### src/rtl/handshake_pkg.sv
// Shared types and defaults for the 4-phase request transmitter.
// Optional abort-on-timeout is enabled by defining HANDSHAKE_TIMEOUT_EN.
package handshake_pkg;

    localparam int unsigned DefaultWidth   = 8;
    localparam int unsigned DefaultTimeout = 255;

    // ARM parks a captured word while a stale ack is still high, so req never
    // rises into an ack that belongs to an earlier transfer.
    typedef enum logic [1:0] {
        IDLE    = 2'd0,
        ARM     = 2'd1,
        REQ     = 2'd2,
        RELEASE = 2'd3
    } hs_state_t;

    // Width of a counter able to hold 0..timeout.
    function automatic int unsigned cnt_width(input int unsigned timeout);
        return $clog2(timeout + 1);
    endfunction

endpackage

### src/rtl/sync_2ff.sv
// Two-flop synchronizer for a single asynchronous level; both stages clear on reset.
module sync_2ff (
    input  logic clk,
    input  logic reset,
    input  logic in,
    output logic out
);

    logic meta_q;
    logic sync_q;

    // Shift the asynchronous level through two stages to settle metastability.
    always_ff @(posedge clk) begin
        if (reset) begin
            meta_q <= 1'b0;
            sync_q <= 1'b0;
        end else begin
            meta_q <= in;
            sync_q <= meta_q;
        end
    end

    assign out = sync_q;

endmodule

### src/rtl/handshake_req_tx.sv
// Transmit side of a 4-phase req/ack handshake towards an unrelated clock domain.
// A word is captured on an accepted send and held on data_out while req_out is up.
// Optional feature: define HANDSHAKE_TIMEOUT_EN to abort a stalled handshake after
// TIMEOUT cycles in REQ or RELEASE; otherwise the FSM waits indefinitely.
module handshake_req_tx
    import handshake_pkg::*;
#(
    parameter int unsigned WIDTH   = DefaultWidth,
    parameter int unsigned TIMEOUT = DefaultTimeout
) (
    input  logic             clk,
    input  logic             reset,
    input  logic             send,
    input  logic [WIDTH-1:0] send_data,
    input  logic             ack_in,
    output logic             req_out,
    output logic [WIDTH-1:0] data_out,
    output logic             busy,
    output logic             done,
    output logic             dropped,
    output logic             timeout_err
);

    logic ack_s;

    hs_state_t        state_q, state_d;
    logic             req_q, req_d;
    logic [WIDTH-1:0] data_q, data_d;
    logic             done_q, done_d;
    logic             dropped_q, dropped_d;

    // FSM <-> timeout counter interface.
    logic             enter_wait;  // entering REQ or RELEASE this cycle
    logic             abort;       // handshake abandoned this cycle
    logic             tmo_hit;     // wait budget exhausted in the current state

    sync_2ff u_ack_sync (
        .clk   (clk),
        .reset (reset),
        .in    (ack_in),
        .out   (ack_s)
    );

    // Next-state and registered-output decode; all decisions use the synchronized ack.
    always_comb begin
        state_d    = state_q;
        req_d      = req_q;
        data_d     = data_q;
        done_d     = 1'b0;
        dropped_d  = send && (state_q != IDLE);
        enter_wait = 1'b0;
        abort      = 1'b0;

        unique case (state_q)
            IDLE: begin
                if (send) begin
                    data_d = send_data;
                    if (ack_s) begin
                        state_d = ARM;
                    end else begin
                        state_d    = REQ;
                        req_d      = 1'b1;
                        enter_wait = 1'b1;
                    end
                end
            end
            ARM: begin
                if (!ack_s) begin
                    state_d    = REQ;
                    req_d      = 1'b1;
                    enter_wait = 1'b1;
                end
            end
            REQ: begin
                // A real ack wins over a simultaneous timeout.
                if (ack_s) begin
                    state_d    = RELEASE;
                    req_d      = 1'b0;
                    enter_wait = 1'b1;
                end else if (tmo_hit) begin
                    state_d = IDLE;
                    req_d   = 1'b0;
                    abort   = 1'b1;
                end
            end
            RELEASE: begin
                if (!ack_s) begin
                    state_d = IDLE;
                    done_d  = 1'b1;
                end else if (tmo_hit) begin
                    state_d = IDLE;
                    req_d   = 1'b0;
                    abort   = 1'b1;
                end
            end
            default: begin
                state_d = IDLE;
                req_d   = 1'b0;
            end
        endcase
    end

    // State, held word and pulse registers; reset also drops req mid-handshake.
    always_ff @(posedge clk) begin
        if (reset) begin
            state_q   <= IDLE;
            req_q     <= 1'b0;
            data_q    <= '0;
            done_q    <= 1'b0;
            dropped_q <= 1'b0;
        end else begin
            state_q   <= state_d;
            req_q     <= req_d;
            data_q    <= data_d;
            done_q    <= done_d;
            dropped_q <= dropped_d;
        end
    end

`ifdef HANDSHAKE_TIMEOUT_EN
    localparam int unsigned    CntW    = cnt_width(TIMEOUT);
    localparam logic [CntW-1:0] CntLast = CntW'(TIMEOUT - 1);

    logic [CntW-1:0] cnt_q, cnt_d;
    logic            terr_q, terr_d;

    // Count cycles spent waiting; the count restarts on every entry to REQ/RELEASE.
    always_comb begin
        cnt_d  = cnt_q;
        terr_d = abort;
        if (enter_wait) begin
            cnt_d = '0;
        end else if ((state_q == REQ) || (state_q == RELEASE)) begin
            cnt_d = cnt_q + CntW'(1);
        end
    end

    // Counter and abort pulse registers.
    always_ff @(posedge clk) begin
        if (reset) begin
            cnt_q  <= '0;
            terr_q <= 1'b0;
        end else begin
            cnt_q  <= cnt_d;
            terr_q <= terr_d;
        end
    end

    // Expiry after TIMEOUT full cycles in the waiting state.
    assign tmo_hit     = ((state_q == REQ) || (state_q == RELEASE)) && (cnt_q == CntLast);
    assign timeout_err = terr_q;
`else
    logic unused_cfg;

    assign tmo_hit     = 1'b0;
    assign timeout_err = 1'b0;
    assign unused_cfg  = enter_wait ^ abort ^ (TIMEOUT == 0);
`endif

    assign req_out  = req_q;
    assign data_out = data_q;
    assign busy     = (state_q != IDLE);
    assign done     = done_q;
    assign dropped  = dropped_q;

endmodule

### config.mk
export PLATFORM = sky130hd
export DESIGN_NAME = handshake_req_tx
export DESIGN_NICKNAME = d
export VERILOG_FILES = /design/src/rtl/handshake_pkg.sv /design/src/rtl/sync_2ff.sv /design/src/rtl/handshake_req_tx.sv
export SDC_FILE = /design/constraint.sdc
export NUM_CORES = 1
export LEC_CHECK = 0
export ABC_AREA = 1
export CORE_AREA = 2 2 43 45
export DETAILED_ROUTE_END_ITERATION = 7
export DIE_AREA = 0 0 45 47
export PLACE_DENSITY = 0.75
export SLEW_MARGIN = 20
export SYNTH_ARGS = -nofsm -noshare
export SYNTH_HDL_FRONTEND = slang
export SYNTH_SLANG_ARGS = --single-unit
### constraint.sdc
create_clock -name clk -period 1.45 [get_ports clk]
set_clock_uncertainty 0.15 [all_clocks]
set_input_delay 0.3625 -clock clk [delete_from_list [all_inputs] [get_ports clk]]
set_output_delay 0.3625 -clock clk [all_outputs]
set_load 0.005 [all_outputs]
Word-level counts from Yosys, hierarchy flattened

Index checks and enable logic that the tools add are counted.

Bits in registers: 15
Latch bits: 0
RAM bits: 0
Bits in read-only memories: 0
Input bits: 12
Word-level logic and storage cells: 33
Memories kept: 0

Add/sub/neg operators: 0
Multipliers: 0
Div/mod/pow operators: 0
Magnitude comparators: 0
Equality and inequality tests: 7
Shift operators: 0
Multiplexer cells: 11
Bitwise logic cells: 1
Reduce and logical (&&, ||, !) cells: 7

Operator list:

| kind                 | number |
|---|---|
| $mux W2              | 5 |
| $pmux W2 S4          | 1 |
| $ne A2 B2 Y1 const B | 3 |
| $eq A2 B2 Y1 const B | 2 |
| $mux W1              | 4 |
| $reduce_and A4 Y1    | 1 |
| $pmux W1 S3          | 1 |
| $reduce_and A3 Y1    | 1 |
| $eq A2 B1 Y1 const B | 1 |
| $logic_not A2 Y1     | 1 |
| $ne A2 B1 Y1 const B | 1 |
| $reduce_and A2 Y1    | 1 |
| $reduce_bool A2 Y1   | 1 |
| $reduce_or A2 Y1     | 1 |
| $logic_and A1 B1 Y1  | 1 |
| $not A1 Y1           | 1 |

Depth between registers and ports, before layout

Word-level depth: 3
Depth in mapped cells: 9
Mapped depth without buffers: 9

Cells and area by module

From an unflattened synthesis, not the netlist that was laid out.

Cells, all modules: 84
Area, all modules: 611.8 µm²

Modules (own cells, without submodules):

| module           | instances | cells each | area an instance (µm²) | seq. area each (µm²) |
|---|---|---|---|---|
| handshake_req_tx | 1         | 78         | 556.8                  | 260.2 |
| sync_2ff         | 1         | 6          | 55.1                   | 40.0 |

Least setup slack after synthesis

Ideal clock, no wire load.

Kind: reg2reg
Start point: reg state_q[0]
End point: reg state_q[1]
Library setup time: 0.113 ns
Arrival time: 1.069 ns
Data required time: 1.187 ns
Setup slack: 0.119 ns
Stages on the path, launching flop included: 9
Cell sequence: dfxtp_1 -> inv_1 -> ha_1 -> inv_2 -> nor2_1 -> nor2_1 -> nand3_1 -> nand2_1 -> nor2_1

Word-level cells in the longest chain between the ends: 3
Elaborated cells between the ends (all ways): 10
Classes of those cells: eq/ne (7); mux (1); reduce/logical (2)

Ends and longest elaborated chain:

| element                                                | line                    | RTL |
|---|---|---|
| start: declaration                                     | handshake_req_tx.sv:26  | `hs_state_t state_q, state_d;` |
| start signal: assignment                               | handshake_req_tx.sv:112 | `state_q <= state_d;` |
| $eq A2 B1 Y1 (tied with other cells)                   | handshake_req_tx.sv:54  | `unique case (state_q)` |
| $ne A2 B2 Y1 (no line) or $ne A2 B1 Y1 (tied branches) | -                       |  |
| $reduce_and A4 Y1 (no line)                            | -                       |  |

Several ways; a longest one is shown, not always the timed one.
A chain may end at the register's enable or synchronous reset.

Worst setup path after layout

Start point: reg state_q[0]
End point: out busy

Word-level cells in the longest chain between the ends: 1

Ends and longest elaborated chain:

| element            | line                    | RTL |
|---|---|---|
| $reduce_bool A2 Y1 | handshake_req_tx.sv:162 | `assign busy = (state_q != IDLE);` |
| end: declaration   | handshake_req_tx.sv:18  | `output logic busy,` |

No other way between the ends.

==> flow_metrics.py <==
metrics = {
    "clocking": {
        "cts.sinks": 15,
        "path_clk_slew_ns": 0.09,
        "postCtsSetupBuffers": 0,
        "cts_hold_buf": 0,
        "cts_made_buffers": 3,
        "clockBufferDepth": 2,
        "clk_latency_ns": 0.28,
        "h-tree-depth": 1,
        "cts_tree": "built",
        "clock-root-buffer": "clkbuf_4",
    },
    "global_route": {
        "grt_pass1_vias": 507,
        "antenna_found_initial": 0,
        "grt_pass1_wl_um": 2060,
        "grt_usage": 0.136,
        "grt.overflow.total": 0,
        "grt_max_degree": 12,
    },
    "yosys": {
        "syn_nets": 113,
        "ys_ff_latch": 15,
        "syn_area_per_cell_um2": 6.91,
        "synthesis.area_um2": 671,
        "synth_warnings": 0,
        "synth_cells": 97,
        "synth_cell_types": 16,
        "synth_seq_area_share": 0.448,
    },
    "routing": {
        "postRouteAntennaNets": 0,
        "wl_per_cell_um": 9.20,
        "dr.pass1.iters": 4,
        "num_vias": 670,
        "drcViolationCount": 0,
        "first_iter_violations": 16,
        "routed_wl_um": 1350,
        "vias_per_cell": 4.56,
    },
    "placement": {
        "portBuffers": 23,
        "placedCellCount": 143,
        "gp_congestion": 0.721,
        "hpwlAfterDp_um": 1060,
        "place_area_um2": 982,
    },
    "cells_and_area": {
        "stdcell_count": 147,
        "final_area_um2": 1030,
        "regArea_um2": 310,
        "multi_input_area_um2": 323,
        "final_layout_size_suffix_gt1_frac": 0.238,
        "mostFrequentLayoutCell": "nor2_1",
        "fin_nets": 147,
        "synthToLayoutAreaGrowth_pct": 53.2,
        "antenna_cells": 0,
        "nFillCells": 154,
        "final_cell_mix": "nor2_1, nand2_1, clkdlybuf4s50_1, dlygate4sd2_1",
    },
    "sta": {
        "rsz0062_at_grt": "yes",
        "setup_ws_ns": -0.0252,
        "fin_crit_sh": 1.02,
        "maxSlewViolCount": 0,
        "final_hold_viol_count": 0,
        "setup_viol": 1,
        "period_needed_ns": 1.48,
        "hold-worst-slack_ns": 0.257,
        "clock.fmax_mhz": 678,
    },
    "outcome": {
        "violations": "setup timing",
        "outcome": "complete, but fails checks",
    },
    "flow_run": {
        "cap_violations": 0,
    },
    "die": {
        "dieArea_um2": 2120,
        "core_um2": 1650,
        "start_util": 0.406,
        "fp.dieW_um": 45,
        "io_pins": 25,
        "fp.dieH_um": 47,
        "core.rowCount": 15,
    },
    "worst_setup_path": {
        "critPathKind": "reg -> out",
        "crit_path_start_kind": "flop",
        "cp-end-kind": "primary output",
        "cp.required_ns": 0.94,
        "arrival_ns": 0.96,
        "crit_fanout": 2,
    },
    "power_and_ir_drop": {
        "p_leak_nw": 0.529,
        "peakVddDrop_mv": 0.717,
        "total_power_w": 0.00169,
        "power_per_cell_area_nw_per_um2": 1640,
    },
    "min_path": {
        "min_path_type": "reg -> reg",
    },
}
-- timing repair --
action,in CTS,in global routing
pin swaps,1,2
gates resized for setup,27,4
endpoints found under the hold margin,0,0
setup endpoints to repair,12,4
-- metrics by stage --
stage | setup TNS (ns) | util | setup slack (ns)
final | -0.0252 | 0.622 | -0.0252
after global routing | -0.0835 | 0.622 | -0.0835
after CTS | -0.0383 | 0.614 | -0.0383
after detailed placement | -1.35 | 0.595 | -0.183
after global placement | -1.29 | 0.595 | -0.162
after floorplan | 0 | - | 0.119
-- registers in the layout, indices dropped and copies added (netlist names) --
name               cells
done                   1
u_ack_sync.meta_q      1
data_out               8
u_ack_sync.out         1
dropped                1
state_q                2
req_out                1
-- path summary, 6_finish.rpt --
kind	startpoint	endpoint	slack [ns]	cells after the start
worst min-delay path	u_ack_sync.meta_q$_SDFF_PP0_	u_ack_sync.out$_SDFF_PP0_	0.26	2
worst max register to register	state_q[1]$_SDFFE_PP0P_	state_q[1]$_SDFFE_PP0P_	0.10	9
worst min register to register	u_ack_sync.meta_q$_SDFF_PP0_	u_ack_sync.out$_SDFF_PP0_	0.26	2
worst max-delay path	state_q[0]$_SDFFE_PP0P_	busy	-0.03	4
-- power by group --
group	leakage [nW]	total [W]	switching [W]	internal, W
combinational	0.384	0.000858	0.000422	0.000435
clock	0.0177	0.000241	0.000138	0.000102
sequential	0.126	0.000588	0.0000483	0.000540
total	0.529	0.00169	0.000609	0.00108
-- area by class of cell --
cell class / count / share of cell area
inverter: 14 / 0.0536
timing repair buffer: 31 / 0.283
sequential: 15 / 0.302
tap: 17 / 0.0207
multi-input combinational: 66 / 0.314
clock buffer: 3 / 0.0219
clock inverter: 1 / 0.00487
-- cells by family after synthesis --
| family | Yosys count | synth area share |
|---|---|---|
| and+or+nand+nor | 52 | 0.308 |
| DFF | 15 | 0.448 |
| adders and majority gates | 4 | 0.0746 |
| other | 1 | 0.00559 |
| buffers and inverters | 16 | 0.0970 |
| AOI/OAI and AO/OA | 9 | 0.0672 |
-- cell usage after synthesis (all sizes together) --
| cell type | number | share of area |
|---|---|---|
| nand2 | 19 | 0.11 |
| dfxtp | 15 | 0.45 |
| buf | 2 | 0.019 |
| nor2 | 28 | 0.16 |
| conb | 1 | 0.0056 |
| a21oi | 1 | 0.0075 |
| inv | 13 | 0.073 |
| ha | 4 | 0.075 |
| o21ai | 8 | 0.060 |
| clkinv | 1 | 0.0056 |
| nand3 | 3 | 0.022 |
| nor3 | 2 | 0.015 |
-- metal layers --
layer	vias up	part of all wire	GRT usage
met5	-	0	0
li1	357	-	-
met4	0	0	0.0706
met3	0	0.059	0.0346
met1	292	0.45	0.180
met2	21	0.48	0.206
-- critical path, stage by stage (launching register included) --
cell and delay, ns:
dfxtp_2 0.33, inv_2 0.07, ha_4 0.15, inv_4 0.03, buf_6 0.10
No activity file was read; power rests on OpenSTA's default activity.
